===== src/rtl/inc_dec_counter_pkg.sv =====
// Shared constants for the up/down counter: direction and overflow-mode encodings.
package inc_dec_counter_pkg;

    localparam logic INC  = 1'b0;
    localparam logic DEC  = 1'b1;

    localparam logic WRAP = 1'b0;
    localparam logic SAT  = 1'b1;

endpackage


===== src/rtl/inc_dec_step.sv =====
// Combinational add/subtract core: a +/- step as a ripple of full adders,
// step inverted and carry-in = dir on decrement (two's-complement subtract).
module inc_dec_step #(
    parameter int WIDTH = 4
) (
    input  logic [WIDTH-1:0] a,
    input  logic [WIDTH-1:0] step,
    input  logic             dir,
    output logic [WIDTH-1:0] r,
    output logic             ovf
);
    import inc_dec_counter_pkg::*;

    logic [WIDTH:0]   c;
    logic [WIDTH-1:0] b;

    assign b    = step ^ {WIDTH{dir == DEC}};
    assign c[0] = (dir == DEC);

    for (genvar i = 0; i < WIDTH; i++) begin : g_fa
        assign r[i]   = a[i] ^ b[i] ^ c[i];
        assign c[i+1] = (a[i] & b[i]) | (c[i] & (a[i] ^ b[i]));
    end

    // On decrement the adder's carry-out is the inverse of the borrow.
    assign ovf = c[WIDTH] ^ (dir == DEC);

endmodule


===== src/rtl/inc_dec_counter.sv =====
// Registered up/down counter with programmable step, parallel load and
// wrap/saturate overflow handling; carry pulses one cycle per over/underflow.
module inc_dec_counter
    import inc_dec_counter_pkg::*;
#(
    parameter int               WIDTH   = 4,
    parameter logic [WIDTH-1:0] RST_VAL = '0
) (
    input  logic             clk,
    input  logic             rst,
    input  logic             en,
    input  logic             dir,
    input  logic [WIDTH-1:0] step,
    input  logic             sat,
    input  logic             load,
    input  logic [WIDTH-1:0] load_val,
    output logic [WIDTH-1:0] count,
    output logic             carry,
    output logic             at_max,
    output logic             at_min
);

    logic [WIDTH-1:0] r;
    logic             ovf;
    logic [WIDTH-1:0] stepped;

    inc_dec_step #(.WIDTH(WIDTH)) u_step (
        .a    (count),
        .step (step),
        .dir  (dir),
        .r    (r),
        .ovf  (ovf)
    );

    // Clamp to the bound we ran past; wrap mode just keeps the modular result.
    always_comb begin
        stepped = r;
        if (ovf && sat == SAT)
            stepped = (dir == DEC) ? '0 : '1;
    end

    always_ff @(posedge clk) begin
        if (rst) begin
            count <= RST_VAL;
            carry <= 1'b0;
        end else if (load) begin
            count <= load_val;
            carry <= 1'b0;
        end else if (en) begin
            count <= stepped;
            carry <= ovf;
        end else begin
            carry <= 1'b0;
        end
    end

    assign at_max = &count;
    assign at_min = ~|count;

endmodule


===== config.mk =====
export PLATFORM = sky130hd
export DESIGN_NAME = inc_dec_counter
export DESIGN_NICKNAME = d
export VERILOG_FILES = /design/src/rtl/inc_dec_counter_pkg.sv /design/src/rtl/inc_dec_step.sv /design/src/rtl/inc_dec_counter.sv
export SDC_FILE = /design/constraint.sdc
export NUM_CORES = 1
export LEC_CHECK = 0
export ABC_AREA = 0
export ABC_CLOCK_PERIOD_IN_PS = 3900
export CAP_MARGIN = 20
export CORE_AREA = 2 2 39 41
export CTS_CLUSTER_SIZE = 16
export DETAILED_ROUTE_END_ITERATION = 7
export DIE_AREA = 0 0 41 43
export GPL_TIMING_DRIVEN = 0
export PLACE_DENSITY = 0.67
export SETUP_SLACK_MARGIN = 0.05
export SLEW_MARGIN = 20
export SYNTH_ARGS = -nofsm -noshare
export SYNTH_HDL_FRONTEND = slang
export SYNTH_SLANG_ARGS = --single-unit
export TNS_END_PERCENT = 20

===== constraint.sdc =====
create_clock -name clk -period 3.9 [get_ports clk]
set_clock_uncertainty 0.1 [all_clocks]
set_input_delay 0.39 -clock clk [delete_from_list [all_inputs] [get_ports clk]]
set_output_delay 0.39 -clock clk [all_outputs]
set_load 0.05 [all_outputs]

# --- Word level (Yosys, flattened, before mapping) ---
# Cells that the tools add are included.
classes:
  mux: 4
  bitwise: 23
  reduce_logical: 6
ops:
  columns: ["cell", "count"]
  rows:
  - ["4-bit two-way mux", 4]
  - ["1-bit bitwise XOR", 9]
  - ["1-bit AND", 8]
  - ["1-bit bitwise OR", 4]
  - ["4-bit AND reduction", 1]
  - ["4-bit OR reduction", 1]
  - ["4-bit bitwise XOR", 1]
  - ["3-bit OR reduction", 1]
  - ["2-bit nonzero test", 1]
  - ["1-bit logical AND", 1]
  - ["1-bit zero test", 1]
  - ["1-bit NOT", 1]
totals:
  register_bits: 5
  out_inout_bits: 7

# --- Longest topological paths before layout ---
logic_depth:
  depth_word: 15
  ltp_mapped: 10
  depth_no_buf: 9

# --- Cells and area by module ---
# Synthesis repeated with hierarchy kept, for this count alone.
unflattened:
  hier_cells: 45
  hier_area_um2: 406.6
modules_own_cells:
  columns: ["mod", "instances", "cells_each", "area_per_inst_um2"]
  rows:
  - ["inc_dec_counter", 1, 29, 259.0]
  - ["inc_dec_step", 1, 16, 147.6]

# --- Worst setup path after synthesis ---
# No wires, ideal clock.
synth_path:
  kind: "reg2reg"
  startpoint: "register count[0]"
  endpoint: "register count[3]"
  arrival_ns: 2.464
  required_ns: 3.714
  path_slack_ns: 1.250
  stages_incl_launch_ff: 10
  period_less_slack_ns: 2.650
  path_cell_list: "dfxtp_1 -> nand2_1 -> o21ai_0 -> fa_1 -> inv_1 -> fa_1 -> fa_1 -> and2_1 -> o21a_1 -> a221oi_2"
synth_between:
  elab_chain_len: 14
  elab_cells_between_ends: 16
synth_lines:
  columns: ["element", "line_no", "text"]
  rows:
  - ["start: declaration", "inc_dec_counter.sv:17", "output logic [WIDTH-1:0] count,"]
  - ["start signal: assignment", "inc_dec_counter.sv:47", "count <= load_val;"]
  - ["start signal: assignment", "inc_dec_counter.sv:50", "count <= stepped;"]
  - ["1-bit bitwise XOR", "inc_dec_step.sv:22", "assign c[i+1] = (a[i] & b[i]) | (c[i] & (a[i] ^ b[i]));"]
  - ["1-bit AND", "inc_dec_step.sv:22", null]
  - ["1-bit bitwise OR *", "inc_dec_step.sv:22", null]
  - ["1-bit AND *", "inc_dec_step.sv:22", null]
  - ["1-bit bitwise OR *", "inc_dec_step.sv:22", null]
  - ["1-bit AND *", "inc_dec_step.sv:22", null]
  - ["1-bit bitwise OR *", "inc_dec_step.sv:22", null]
  - ["1-bit AND", "inc_dec_step.sv:22", null]
  - ["1-bit bitwise OR", "inc_dec_step.sv:22", null]
  - ["1-bit bitwise XOR", "inc_dec_step.sv:26", "assign ovf = c[WIDTH] ^ (dir == DEC);"]
  - ["1-bit logical AND", "inc_dec_counter.sv:38", "if (ovf && sat == SAT)"]
  - ["4-bit two-way mux *", "inc_dec_counter.sv:38", null]
  - ["4-bit two-way mux *", "inc_dec_counter.sv:49", "end else if (en) begin"]
  - ["4-bit two-way mux *", "inc_dec_counter.sv:46", "end else if (load) begin"]
# Mark *: on every way between the ends. The rest lies on a longest branch, timed or not. The select of a mux whose other input is x is not followed.
# A chain may end at the register's enable or synchronous reset.

# --- Final worst setup path ---
layout_path:
  startpoint: "input port step[0]"
  endpoint: "register count[3]"
layout_between:
  elab_chain_len: 15
  elab_cells_between_ends: 17
layout_lines:
  columns: ["element", "line_no", "text"]
  rows:
  - ["start: declaration", "inc_dec_counter.sv:13", "input logic [WIDTH-1:0] step,"]
  - ["4-bit bitwise XOR *", "inc_dec_step.sv:17", "assign b = step ^ {WIDTH{dir == DEC}};"]
  - ["1-bit bitwise XOR", "inc_dec_step.sv:22", null]
  - ["1-bit AND", "inc_dec_step.sv:22", null]
  - ["1-bit bitwise OR *", "inc_dec_step.sv:22", null]
  - ["1-bit AND *", "inc_dec_step.sv:22", null]
  - ["1-bit bitwise OR *", "inc_dec_step.sv:22", null]
  - ["1-bit AND *", "inc_dec_step.sv:22", null]
  - ["1-bit bitwise OR *", "inc_dec_step.sv:22", null]
  - ["1-bit AND", "inc_dec_step.sv:22", null]
  - ["1-bit bitwise OR", "inc_dec_step.sv:22", null]
  - ["1-bit bitwise XOR", "inc_dec_step.sv:26", null]
  - ["1-bit logical AND", "inc_dec_counter.sv:38", null]
  - ["4-bit two-way mux *", "inc_dec_counter.sv:38", null]
  - ["4-bit two-way mux *", "inc_dec_counter.sv:49", null]
  - ["4-bit two-way mux *", "inc_dec_counter.sv:46", null]
# Marked as above.

==> impl_metrics.csv <==
group,metric,value,unit
detailed_routing,postRouteAntennaNets,0,
power_and_ir_drop,power.density,346,mW/mm^2
layout,drive_above_1_share,11.1,%
logic_synthesis,synth_seq_area_share,22.6,%
critical_path,start_kind,"input pin",
global_route,grt_max_degree,11,
critical_path,reg2reg_to,"count[3]$_SDFFE_PP0P_",
clocking,clock_path_buffers,2,
logic_synthesis,yosysMostFrequentCell,"inv_1",
layout,ff_latch_area,100,um^2
floorplan,die_w,41,um
layout,n_antenna_cell,0,
power_and_ir_drop,combPwrFrac,46.8,%
detailed_routing,wl,1060,um
sta,rsz0062_at_grt,"false",
power_and_ir_drop,irDropWorstVdd,0.143,mV
critical_path,crit_arrival,2.76,ns
sta,clock.fmax,370,MHz
logic_synthesis,syn_avg_cell_area,8.86,um^2
detailed_routing,num_vias,426,
logic_synthesis,async_flop_share,0,%
sta,tns,0,ns
power_and_ir_drop,p_int,144,uW
run,maxCapViolations,0,
logic_synthesis,synth_common_cells,"7 x inv_1, 5 x dfxtp_1, 5 x nor3_1",
logic_synthesis,synth_ff_type,"dfxtp_1",
placement,dp_hpwl,820,um
logic_synthesis,synth-edff-count,0,
sta,drv_slew,0,
logic_synthesis,yosys_warnings,0,
layout,n_fill_cell,155,
critical_path,crit_path_end_kind,"flop",
floorplan,initial_core_util,32.0,%
detailed_routing,drt_iter0_drc,6,
placement,pre_cts_ws,0.935,ns
logic_synthesis,synth_area_leader_cell,"dfxtp_1",
layout,final_nets,90,
clocking,cts_buffers,3,
clocking,clkSinkCount,5,
layout,area_growth,51.1,%
logic_synthesis,synth_cells,50,
clocking,cts_root_buf,"clkbuf_4",
logic_synthesis,yosysUniqueCellTypes,24,
clocking,postCtsSetupRepairBufs,0,
sta,setup_viol,0,
critical_path,timing.reg2reg.setup_slack,1.40,ns
clocking,cts_tree,"built",
clocking,hold_buffers,0,
global_route,antenna_found_initial,0,
detailed_routing,drc,0,
power_and_ir_drop,seq_power_share,27.4,%
detailed_routing,first_pass_iters,3,
detailed_routing,post_drt_wl_per_cell,12.0,um
floorplan,core,0.00138,mm^2
global_route,first_global_vias,404,
logic_synthesis,synthTopCellsByArea,"dfxtp_1 23%, fa_1 14%, a221oi_2 6.8%",
sta,fin_crit_sh,69.3,%
logic_synthesis,synth_area,443,um^2
critical_path,worstReg2RegStart,"count[0]$_SDFFE_PP0P_",
global_route,grt_first_pass_wirelength,1850,um
layout,multiInputGateArea,304,um^2
logic_synthesis,ys_ff_latch,5,
clocking,htree_num_levels,1,
floorplan,rows,14,
sta,slew_headroom,66.6,%
power_and_ir_drop,p_leak,0.000266,uW
detailed_routing,viasPerCell,4.84,
status,status,"complete, no violations",
placement,portBuffers,18,
logic_synthesis,synth_top_cell_area_share,22.6,%
floorplan,die_y,43,um
floorplan,ioPinCount,21,
sta,fin_ws,1.20,ns
critical_path,required,3.96,ns
critical_path,worstSetupStartpoint,"step[0]",
clocking,cts_resized,0,
global_route,overflow,0,
clocking,clk_pin_slew_worst_paths,0.05,ns
critical_path,cp_max_fo,4,
hold_path,hold_path_class,"in2reg",
floorplan,die_area,0.00176,mm^2
clocking,clk_latency,0.24,ns
logic_synthesis,synth_nets,67,
power_and_ir_drop,pwr-share-clk,25.8,%
sta,min_period,2.70,ns
critical_path,critPathKind,"in2reg",
critical_path,worst-r2r-cell-count,9,
placement,gp_congestion,0.774,
critical_path,crit_end,"count[3]$_SDFFE_PP0P_",
power_and_ir_drop,power_switching,87.8,uW
global_route,grt_usage,15.8,%
sta,hold_viol,0,
power_and_ir_drop,swShare,37.9,%
sta,worst_pin_slew,0.499,ns
[critical path: stages]
cell,delay [ns]
clkdlybuf4s50_1,0.50
nand2_1,0.06
o21ai_0,0.10
fa_1,0.20
inv_1,0.05
fa_1,0.37
fa_1,0.46
and2_1,0.20
o21a_1,0.18
a221oi_2,0.25
[layer usage]
layer  up-vias  part of all wire, %  GRT usage, %
li1        221                    -             -
met1       184                   46          21.8
met2        17                   44          21.6
met3         4                  5.9             0
met4         0                  4.2          14.0
met5         -                    0             0
[registers in the layout, summed over array words and instances (netlist names)]
name,count
carry,1
count,4
[area by class of cell]
| class | instances | share of cell area [%] |
|---|---|---|
| multi-input cells | 36 | 45.4 |
| repair buffers | 18 | 26.9 |
| flip-flops and latches | 5 | 15.0 |
| clock buffers | 4 | 3.93 |
| inverters | 7 | 3.93 |
| well taps | 16 | 2.99 |
| plain buffers | 2 | 1.87 |
[worst min-delay path by stage]
stage	from	end	cells after the start
global placement	count[2]$_SDFFE_PP0P_	count[2]$_SDFFE_PP0P_	3
global route	load	count[0]$_SDFFE_PP0P_	3
CTS	dir	count[0]$_SDFFE_PP0P_	2
detailed placement	count[2]$_SDFFE_PP0P_	count[2]$_SDFFE_PP0P_	3
floorplan	rst	count[1]$_SDFFE_PP0P_	1
finish	dir	count[0]$_SDFFE_PP0P_	2
[power by group through the flow]
| stage | Sequential [uW] | Combinational, uW | Clock (uW) |
|---|---|---|---|
| 6_report | 63.5 | 108 | 59.7 |
| 3_5_place_dp | 64.6 | 108 | 0 |
| 2_1_floorplan | 79.2 | 57.1 | 0 |
| 3_3_place_gp | 64.3 | 106 | 0 |
| 4_1_cts | 63.6 | 109 | 60.5 |
| 5_1_grt | 64.7 | 119 | 66.6 |
[cell usage in the layout (no fill, tap or decap), types with 2 or more instances in the layout]
| cell | netlist | layout |
|---|---|---|
| xor2_1 | 3 | 3 |
| dfxtp_1 | 5 | 5 |
| o21a_1 | 2 | 2 |
| clkdlybuf4s50_1 | 0 | 18 |
| a211o_1 | 3 | 3 |
| clkbuf_4 | 0 | 3 |
| xnor2_1 | 2 | 2 |
| nor3_1 | 5 | 5 |
| fa_1 | 3 | 3 |
| a221oi_2 | 2 | 2 |
| nand2b_1 | 3 | 3 |
| inv_1 | 7 | 7 |
| nor2b_1 | 2 | 2 |
[cells by family after synthesis]
| group | after synthesis | synth area share [%] |
|---|---|---|
| buf+inv | 9 | 8.76 |
| fa+ha+maj | 3 | 13.6 |
| compound gates | 13 | 25.7 |
| simple gates | 15 | 19.5 |
| xor+xnor | 5 | 9.89 |
| flops | 5 | 22.6 |
[stage by stage]
| step | utilization (%) | instance area (um^2) | instances | total power (uW) | hold WS, ns |
|---|---|---|---|---|---|
| after global routing | 48.4 | 669 | 88 | 250 | 0.415 |
| after floorplan | - | 443 | 50 | 136 | 0.363 |
| after global placement | 46.5 | 643 | 84 | 170 | 0.639 |
| after CTS | 48.4 | 669 | 88 | 233 | 0.396 |
| after detailed placement | 46.5 | 643 | 84 | 173 | 0.632 |
| final | 48.4 | 669 | 88 | 231 | 0.393 |
No activity file was read; power rests on OpenSTA's default activity.
